[src/rtl/ls_exec.sv]
// ls_exec: byte-serial load/store execution unit between the load/store buffer and the memory arbiter
module ls_exec #(
  parameter int ADDR_W = 32,
  parameter int DATA_W = 32,
  parameter int IMM_W  = 32,
  parameter int TAG_W  = 4
) (
  input  logic              clk,
  input  logic              rst,
  input  logic              rdy,
  input  logic              clear,
  input  logic              in_valid,
  input  logic [2:0]        op_type_in,
  input  logic [DATA_W-1:0] rs1_in,
  input  logic [DATA_W-1:0] rs2_in,
  input  logic [IMM_W-1:0]  imm_in,
  input  logic [TAG_W-1:0]  tag_in,
  output logic              busy,
  input  logic [TAG_W-1:0]  rob_head_tag,
  output logic              mem_req,
  input  logic              mem_gnt,
  output logic [ADDR_W-1:0] mem_a,
  output logic              mem_wr,
  output logic [7:0]        mem_dout,
  input  logic [7:0]        mem_din,
  output logic              cdb_valid,
  output logic [TAG_W-1:0]  cdb_tag,
  output logic [DATA_W-1:0] cdb_data,
  output logic              store_done,
  output logic [TAG_W-1:0]  store_tag
);
  localparam logic [2:0] LB = 3'd0, LH = 3'd1, LW = 3'd2, LBU = 3'd3, LHU = 3'd4, SB = 3'd5, SH = 3'd6;
  typedef enum logic [2:0] {IDLE, WAIT_COMMIT, LOAD, STORE, DONE} state_t;
  state_t            state_q, state_d;
  logic [2:0]        op_q, op_d;
  logic [ADDR_W-1:0] addr_q, addr_d;
  logic [DATA_W-1:0] data_q, data_d;
  logic [TAG_W-1:0]  tag_q, tag_d;
  logic [2:0]        cnt_q, cnt_d, recv_q, recv_d;
  logic              pend_q, pend_d;
  logic [2:0]        n, last;
  logic              is_load, issue;
  logic [DATA_W-1:0] ext;

  assign n = (op_q == LB || op_q == LBU || op_q == SB) ? 3'd1 :
             (op_q == LH || op_q == LHU || op_q == SH) ? 3'd2 : 3'd4;
  assign last = n - 3'd1;
  assign is_load = op_q <= LHU;
  assign issue = mem_gnt && ((state_q == LOAD && cnt_q < n) || state_q == STORE);
  assign ext = op_q == LB  ? DATA_W'($signed(data_q[7:0]))  :
               op_q == LH  ? DATA_W'($signed(data_q[15:0])) :
               op_q == LBU ? DATA_W'(data_q[7:0])           :
               op_q == LHU ? DATA_W'(data_q[15:0])          : data_q;

  assign busy       = state_q != IDLE;
  assign mem_req    = state_q == LOAD || state_q == STORE;
  assign mem_wr     = issue && state_q == STORE;
  assign mem_a      = issue ? addr_q + ADDR_W'(cnt_q) : '0;
  assign mem_dout   = mem_wr ? data_q[{cnt_q[1:0], 3'b000} +: 8] : 8'h00;
  assign cdb_valid  = state_q == DONE && is_load && !(clear && rdy);
  assign cdb_tag    = cdb_valid ? tag_q : '0;
  assign cdb_data   = cdb_valid ? ext : '0;
  assign store_done = state_q == DONE && !is_load;
  assign store_tag  = store_done ? tag_q : '0;

  // next state: accept, wait for commit, issue/capture bytes, one-cycle completion
  always_comb begin
    state_d = state_q;
    op_d    = op_q;
    addr_d  = addr_q;
    data_d  = data_q;
    tag_d   = tag_q;
    cnt_d   = cnt_q;
    recv_d  = recv_q;
    pend_d  = pend_q;
    if (rdy) begin
      case (state_q)
        IDLE: if (in_valid && !clear) begin
          op_d    = op_type_in;
          addr_d  = ADDR_W'(rs1_in) + ADDR_W'($signed(imm_in));
          data_d  = op_type_in <= LHU ? '0 : rs2_in;
          tag_d   = tag_in;
          cnt_d   = 3'd0;
          recv_d  = 3'd0;
          pend_d  = 1'b0;
          state_d = op_type_in <= LHU ? LOAD : WAIT_COMMIT;
        end
        WAIT_COMMIT: state_d = clear ? IDLE : rob_head_tag == tag_q ? STORE : WAIT_COMMIT;
        LOAD: if (clear) begin
          state_d = IDLE;
          pend_d  = 1'b0;
        end else begin
          pend_d = issue;
          cnt_d  = cnt_q + {2'b00, issue};
          if (pend_q) begin
            data_d[{recv_q[1:0], 3'b000} +: 8] = mem_din;
            recv_d  = recv_q + 3'd1;
            state_d = recv_q == last ? DONE : LOAD;
          end
        end
        STORE: if (issue) begin
          cnt_d   = cnt_q + 3'd1;
          state_d = cnt_q == last ? DONE : STORE;
        end
        default: state_d = IDLE;
      endcase
    end
  end

  // state and datapath registers
  always_ff @(posedge clk or negedge rst) begin
    if (!rst) begin
      state_q <= IDLE;
      op_q    <= 3'd0;
      addr_q  <= '0;
      data_q  <= '0;
      tag_q   <= '0;
      cnt_q   <= 3'd0;
      recv_q  <= 3'd0;
      pend_q  <= 1'b0;
    end else begin
      state_q <= state_d;
      op_q    <= op_d;
      addr_q  <= addr_d;
      data_q  <= data_d;
      tag_q   <= tag_d;
      cnt_q   <= cnt_d;
      recv_q  <= recv_d;
      pend_q  <= pend_d;
    end
  end
endmodule

[config.mk]
export PLATFORM = sky130hd
export DESIGN_NAME = ls_exec
export DESIGN_NICKNAME = d
export VERILOG_FILES = /design/src/rtl/ls_exec.sv
export SDC_FILE = /design/constraint.sdc
export NUM_CORES = 1
export LEC_CHECK = 0
export CAP_MARGIN = 20
export CORE_MARGIN = 2
export CORE_UTILIZATION = 45
export CTS_BUF_LIST = sky130_fd_sc_hd__clkbuf_8
export DETAILED_ROUTE_END_ITERATION = 10
export PLACE_DENSITY = 0.84
export SYNTH_ARGS = -nofsm -noshare
export SYNTH_HDL_FRONTEND = slang
export SYNTH_SLANG_ARGS = --single-unit
[constraint.sdc]
create_clock -name clk -period 2.9 [get_ports clk]
set_input_delay 0.58 -clock clk [delete_from_list [all_inputs] [get_ports clk]]
set_output_delay 0.58 -clock clk [all_outputs]
set_load 0.02 [all_outputs]
==> report_table.html <==
<table>
<tr><th>Metric</th><th>Value</th></tr>
<tr><th colspan="2">Run status</th></tr>
<tr><td>Run status</td><td>complete, but fails checks</td></tr>
<tr><td>Violations in the final reports</td><td>negative setup slack</td></tr>
<tr><th colspan="2">Synth</th></tr>
<tr><td>Number of warnings printed during yosys synthesis</td><td>0</td></tr>
<tr><td>Flops &amp; latches, synth</td><td>81</td></tr>
<tr><td>Mean instance size in the synthesized netlist</td><td>7.612 um^2</td></tr>
<tr><td>Number of library cell types mapped by synthesis</td><td>68</td></tr>
<tr><td>Synthesized netlist cell count</td><td>941</td></tr>
<tr><td>Count of flip-flops with a built-in enable after synthesis</td><td>0</td></tr>
<tr><td>Share of the yosys chip area belonging to registers</td><td>0.2830</td></tr>
<tr><td>Main synth FF type</td><td>sky130_fd_sc_hd__dfrtp_1</td></tr>
<tr><td>Fraction of registers with async set/reset</td><td>1.000</td></tr>
<tr><td>Combined area of all synthesized cells</td><td>7163 um^2</td></tr>
<tr><td>Syn_nets</td><td>1,107</td></tr>
<tr><th colspan="2">Layout</th></tr>
<tr><td>FILL cells</td><td>1,204</td></tr>
<tr><td>Number of nets in the layout</td><td>1,424</td></tr>
<tr><td>Share of the core filled with cells in the final layout</td><td>0.7112</td></tr>
<tr><td>Sequential Area</td><td>2027 um^2</td></tr>
<tr><td>Combined area of the multi-input logic cells</td><td>5291 um^2</td></tr>
<tr><td>Share of cells above drive strength 1</td><td>0.2557</td></tr>
<tr><td>Area growth syn-to-layout</td><td>56.00%</td></tr>
<tr><td>Number of inserted diodes</td><td>0</td></tr>
<tr><td>Final cell count without fillers</td><td>1,479</td></tr>
<tr><th colspan="2">Routing</th></tr>
<tr><td>Initial detailed-routing violation count</td><td>611</td></tr>
<tr><td>Post-route antenna net violation count</td><td>0</td></tr>
<tr><td>Via Count</td><td>8,333</td></tr>
<tr><td>DR pass1 iterations</td><td>5</td></tr>
<tr><td>Via-to-Cell Ratio</td><td>5.634</td></tr>
<tr><td>Detailed-route DRC error count</td><td>0</td></tr>
<tr><td>Wire length per cell</td><td>17.00 um</td></tr>
<tr><td>Detailed-route wire length</td><td>25,140 um</td></tr>
<tr><th colspan="2">Clock tree</th></tr>
<tr><td>Buffer depth of the longest clock path</td><td>2</td></tr>
<tr><td>Clk root buf</td><td>sky130_fd_sc_hd__clkbuf_8</td></tr>
<tr><td>Clk pin slew, worst setup/hold paths</td><td>0.09 ns</td></tr>
<tr><td>Clock Sinks</td><td>81</td></tr>
<tr><td>Clock latency at the later pin of the worst-skew pair</td><td>0.36 ns</td></tr>
<tr><td>Number of CTS-inserted buffers</td><td>9</td></tr>
<tr><td>TritonCTS clock tree</td><td>done</td></tr>
<tr><td>Number of buffers added to fix hold violations after cts</td><td>0</td></tr>
<tr><td>Level count of the clock H-tree</td><td>3</td></tr>
<tr><th colspan="2">Die</th></tr>
<tr><td>Std-Cell Core Area</td><td>15,710 um^2</td></tr>
<tr><td>Die Outline Area</td><td>16,940 um^2</td></tr>
<tr><td>Y dimension of the die</td><td>130.2 um</td></tr>
<tr><td>Number of rows in the core area</td><td>46</td></tr>
<tr><td>Number of top-level pins</td><td>206</td></tr>
<tr><td>Die span in x</td><td>130.2 um</td></tr>
<tr><td>Starting Density</td><td>0.4559</td></tr>
<tr><th colspan="2">Timing</th></tr>
<tr><td>Pins over their slew limit</td><td>0</td></tr>
<tr><td>Slew @ Worst Pin</td><td>0.7134 ns</td></tr>
<tr><td>Final Hold Vio Count</td><td>0</td></tr>
<tr><td>Count of endpoints failing setup in the final report</td><td>32</td></tr>
<tr><td>Setup WS post-layout</td><td>-0.3317 ns</td></tr>
<tr><td>Slew Limit Headroom</td><td>0.5226</td></tr>
<tr><td>Time the worst path needs with I/O delays and setup</td><td>3.232 ns</td></tr>
<tr><td>Ratio of final minimum period to clock period</td><td>1.114</td></tr>
<tr><td>RSZ-0062 raised after global routing</td><td>yes</td></tr>
<tr><td>Maximum clock rate</td><td>0.3094 GHz</td></tr>
<tr><td>Maximum clock skew at final layout</td><td>0.01224 ns</td></tr>
<tr><th colspan="2">Global route</th></tr>
<tr><td>Initial antenna violation count</td><td>0</td></tr>
<tr><td>First-pass GRT wire length</td><td>38,780 um</td></tr>
<tr><td>Largest net degree at the start of global routing</td><td>82</td></tr>
<tr><td>Aggregate global routing overflow</td><td>0</td></tr>
<tr><td>Via count of the first global-routing pass</td><td>8,060</td></tr>
<tr><td>Total global-route track usage</td><td>0.2866</td></tr>
<tr><th colspan="2">Placed design</th></tr>
<tr><td>Placer's final routability congestion estimate</td><td>0.9445</td></tr>
<tr><td>Count of buffers inserted at the top-level ports</td><td>205</td></tr>
<tr><td>DPL Wire Length</td><td>18,540 um</td></tr>
<tr><td>DP Cell Count</td><td>1,452</td></tr>
<tr><th colspan="2">Flow run</th></tr>
<tr><td>Max-cap violations</td><td>0</td></tr>
<tr><th colspan="2">Critical path</th></tr>
<tr><td>Number of cells on the worst reg-to-reg path</td><td>9</td></tr>
<tr><td>Reg2reg end</td><td>data_q[11]$_DFFE_PN0P_</td></tr>
<tr><td>Data arrival time at the worst-slack endpoint</td><td>2.65 ns</td></tr>
<tr><td>Type of element capturing the critical path</td><td>primary output</td></tr>
<tr><td>Critical Setup Path Class</td><td>reg -&gt; out</td></tr>
<tr><td>Worst-path fanout max</td><td>8</td></tr>
<tr><td>Internal reg-to-reg setup slack</td><td>0.50 ns</td></tr>
<tr><td>Startpoint types</td><td>flop</td></tr>
<tr><td>Worst Path Required</td><td>2.32 ns</td></tr>
<tr><td>Start point of the critical path</td><td>addr_q[1]$_DFFE_PN0P_</td></tr>
<tr><td>Crit Reg-Reg Startpoint</td><td>state_q[2]$_DFFE_PN0P_</td></tr>
<tr><th colspan="2">Power and ir drop</th></tr>
<tr><td>Lkg Pwr</td><td>5.106 nW</td></tr>
<tr><td>VDD IR max</td><td>0.0004045 V</td></tr>
<tr><td>Power density of the placed cells</td><td>717.9 nW/um^2</td></tr>
<tr><th colspan="2">Worst hold path</th></tr>
<tr><td>Class of the tightest hold or removal check</td><td>in -&gt; async</td></tr>
</table>
cells in the final DEF (no fill, tap or decap), types with 29 or more instances in the layout:
| cell type | count |
|---|---|
| sky130_fd_sc_hd__ha_1 | 40 |
| sky130_fd_sc_hd__nand2_1 | 162 |
| sky130_fd_sc_hd__dfrtp_1 | 81 |
| sky130_fd_sc_hd__clkdlybuf4s50_1 | 122 |
| sky130_fd_sc_hd__buf_6 | 34 |
| sky130_fd_sc_hd__o21ai_0 | 87 |
| sky130_fd_sc_hd__xor2_1 | 29 |
| sky130_fd_sc_hd__a22oi_1 | 33 |
| sky130_fd_sc_hd__nor2_1 | 51 |
| sky130_fd_sc_hd__a21oi_1 | 84 |
| sky130_fd_sc_hd__buf_4 | 146 |
layout make-up:
class	count	share of cell area
Tap cell	216	0.02419
Clock buffer	10	0.01232
Multi-Input combinational cell	786	0.4735
Clock inverter	6	0.008062
Sequential cell	81	0.1814
Inverter	21	0.007054
Timing Repair Buffer	359	0.2935
metrics by stage:
| stage | power (mW) | worst slack, ns | area, um^2 | setup TNS, ns | hold WS [ns] |
|---|---|---|---|---|---|
| finish | 8.023 | -0.3317 | 11170 | -7.513 | 0.05163 |
| detailed placement | 6.565 | -0.4358 | 10640 | -19.45 | 0.4827 |
| global route | 8.542 | -0.4358 | 11170 | -11.19 | 0.04547 |
| CTS | 7.889 | -0.3316 | 11100 | -7.159 | 0.4428 |
| floorplan | 4.761 | -0.07635 | 7470 | -0.8164 | 0.2844 |
| global placement | 6.418 | -0.4074 | 10640 | -18.42 | 0.4658 |
what timing repair did:
| action | 4_1_cts | 5_1_grt |
|---|---|---|
| gates cloned | 4 | 0 |
| resized for setup | 254 | 94 |
| setup endpoints to repair | 69 | 81 |
| buffers inserted | 4 | 3 |
| pin swaps | 17 | 19 |
| hold endpoints to repair | 0 | 0 |
report_power, final:
group | switching [mW] | internal, mW
Clock | 0.449 | 0.512
Sequential | 0.484 | 1.61
Combinational | 2.64 | 2.32
layer usage:
| layer | global-route usage | up-vias | part of all wire |
|---|---|---|---|
| met5 | 0 | - | 0 |
| met4 | 0.1170 | 0 | 0.031 |
| met3 | 0.04059 | 61 | 0.068 |
| met2 | 0.5103 | 393 | 0.51 |
| met1 | 0.3484 | 3883 | 0.39 |
| li1 | - | 3996 | - |
cells by family (layout without fill, tap and decap cells):
group / count (synthesis) / count (layout) / synth area share
AND/OR/NAND/NOR: 377 / 377 / 0.2477
AO/OA/AOI/OAI: 303 / 303 / 0.2580
flip-flops: 81 / 81 / 0.2830
buffers and inverters: 74 / 396 / 0.04018
XOR/XNOR: 51 / 51 / 0.06236
adder cells (fa/ha/maj): 45 / 45 / 0.08070
multiplexers: 10 / 10 / 0.02812
registers in the layout, summed over array words and instances, names as in the netlist:
signal and cells:
tag_q 4, op_q 3, state_q 3, data_q 32, recv_q 3, cnt_q 3
addr_q 32, pend_q 1
synthesized netlist by cell type, types with 4 or more instances:
master	instances	area [um^2]
sky130_fd_sc_hd__nand2_1	163	611.8
sky130_fd_sc_hd__a21oi_1	94	470.5
sky130_fd_sc_hd__o21ai_0	89	445.4
sky130_fd_sc_hd__nor2_1	82	307.8
sky130_fd_sc_hd__dfrtp_1	81	2027
sky130_fd_sc_hd__clkbuf_1	48	180.2
sky130_fd_sc_hd__ha_1	43	538.0
sky130_fd_sc_hd__a22oi_1	34	255.2
sky130_fd_sc_hd__xor2_1	34	297.8
sky130_fd_sc_hd__inv_1	21	78.83
sky130_fd_sc_hd__and2_1	20	125.1
sky130_fd_sc_hd__nand3_1	19	95.09
sky130_fd_sc_hd__a21o_1	17	127.6
sky130_fd_sc_hd__xnor2_1	17	148.9
sky130_fd_sc_hd__nor2b_1	16	100.1
sky130_fd_sc_hd__nand4_1	12	75.07
sky130_fd_sc_hd__and3_1	11	68.82
sky130_fd_sc_hd__nor3_1	11	55.05
sky130_fd_sc_hd__or3_1	10	62.56
sky130_fd_sc_hd__a211oi_1	9	67.56
sky130_fd_sc_hd__mux4_2	8	180.2
sky130_fd_sc_hd__o21a_1	8	60.06
sky130_fd_sc_hd__o21bai_1	8	60.06
sky130_fd_sc_hd__o31ai_1	7	52.55
sky130_fd_sc_hd__o211ai_1	6	45.04
sky130_fd_sc_hd__nand2b_1	5	31.28
sky130_fd_sc_hd__or2_2	5	31.28
sky130_fd_sc_hd__a221oi_1	4	35.03
sky130_fd_sc_hd__a31oi_1	4	25.02
sky130_fd_sc_hd__o21ai_1	4	20.02
critical path, stage by stage, from the launching register on:
cell,delay [ns]
sky130_fd_sc_hd__dfrtp_1,0.39
sky130_fd_sc_hd__ha_1,0.27
sky130_fd_sc_hd__a21o_1,0.12
sky130_fd_sc_hd__a21oi_2,0.06
sky130_fd_sc_hd__or3b_4,0.41
sky130_fd_sc_hd__or3_4,0.39
sky130_fd_sc_hd__or3_4,0.39
sky130_fd_sc_hd__a21oi_4,0.13
sky130_fd_sc_hd__buf_6,0.13
worst max-delay path by stage:
stage	end	slack, ns	depth (start not counted)
after floorplan	mem_a[31]	-0.08	9
after global placement	mem_a[31]	-0.41	8
after detailed placement	mem_a[29]	-0.44	8
after CTS	mem_a[31]	-0.33	8
after global routing	mem_a[30]	-0.44	11
final	mem_a[31]	-0.33	8
Power figures use the tool's default switching activity.
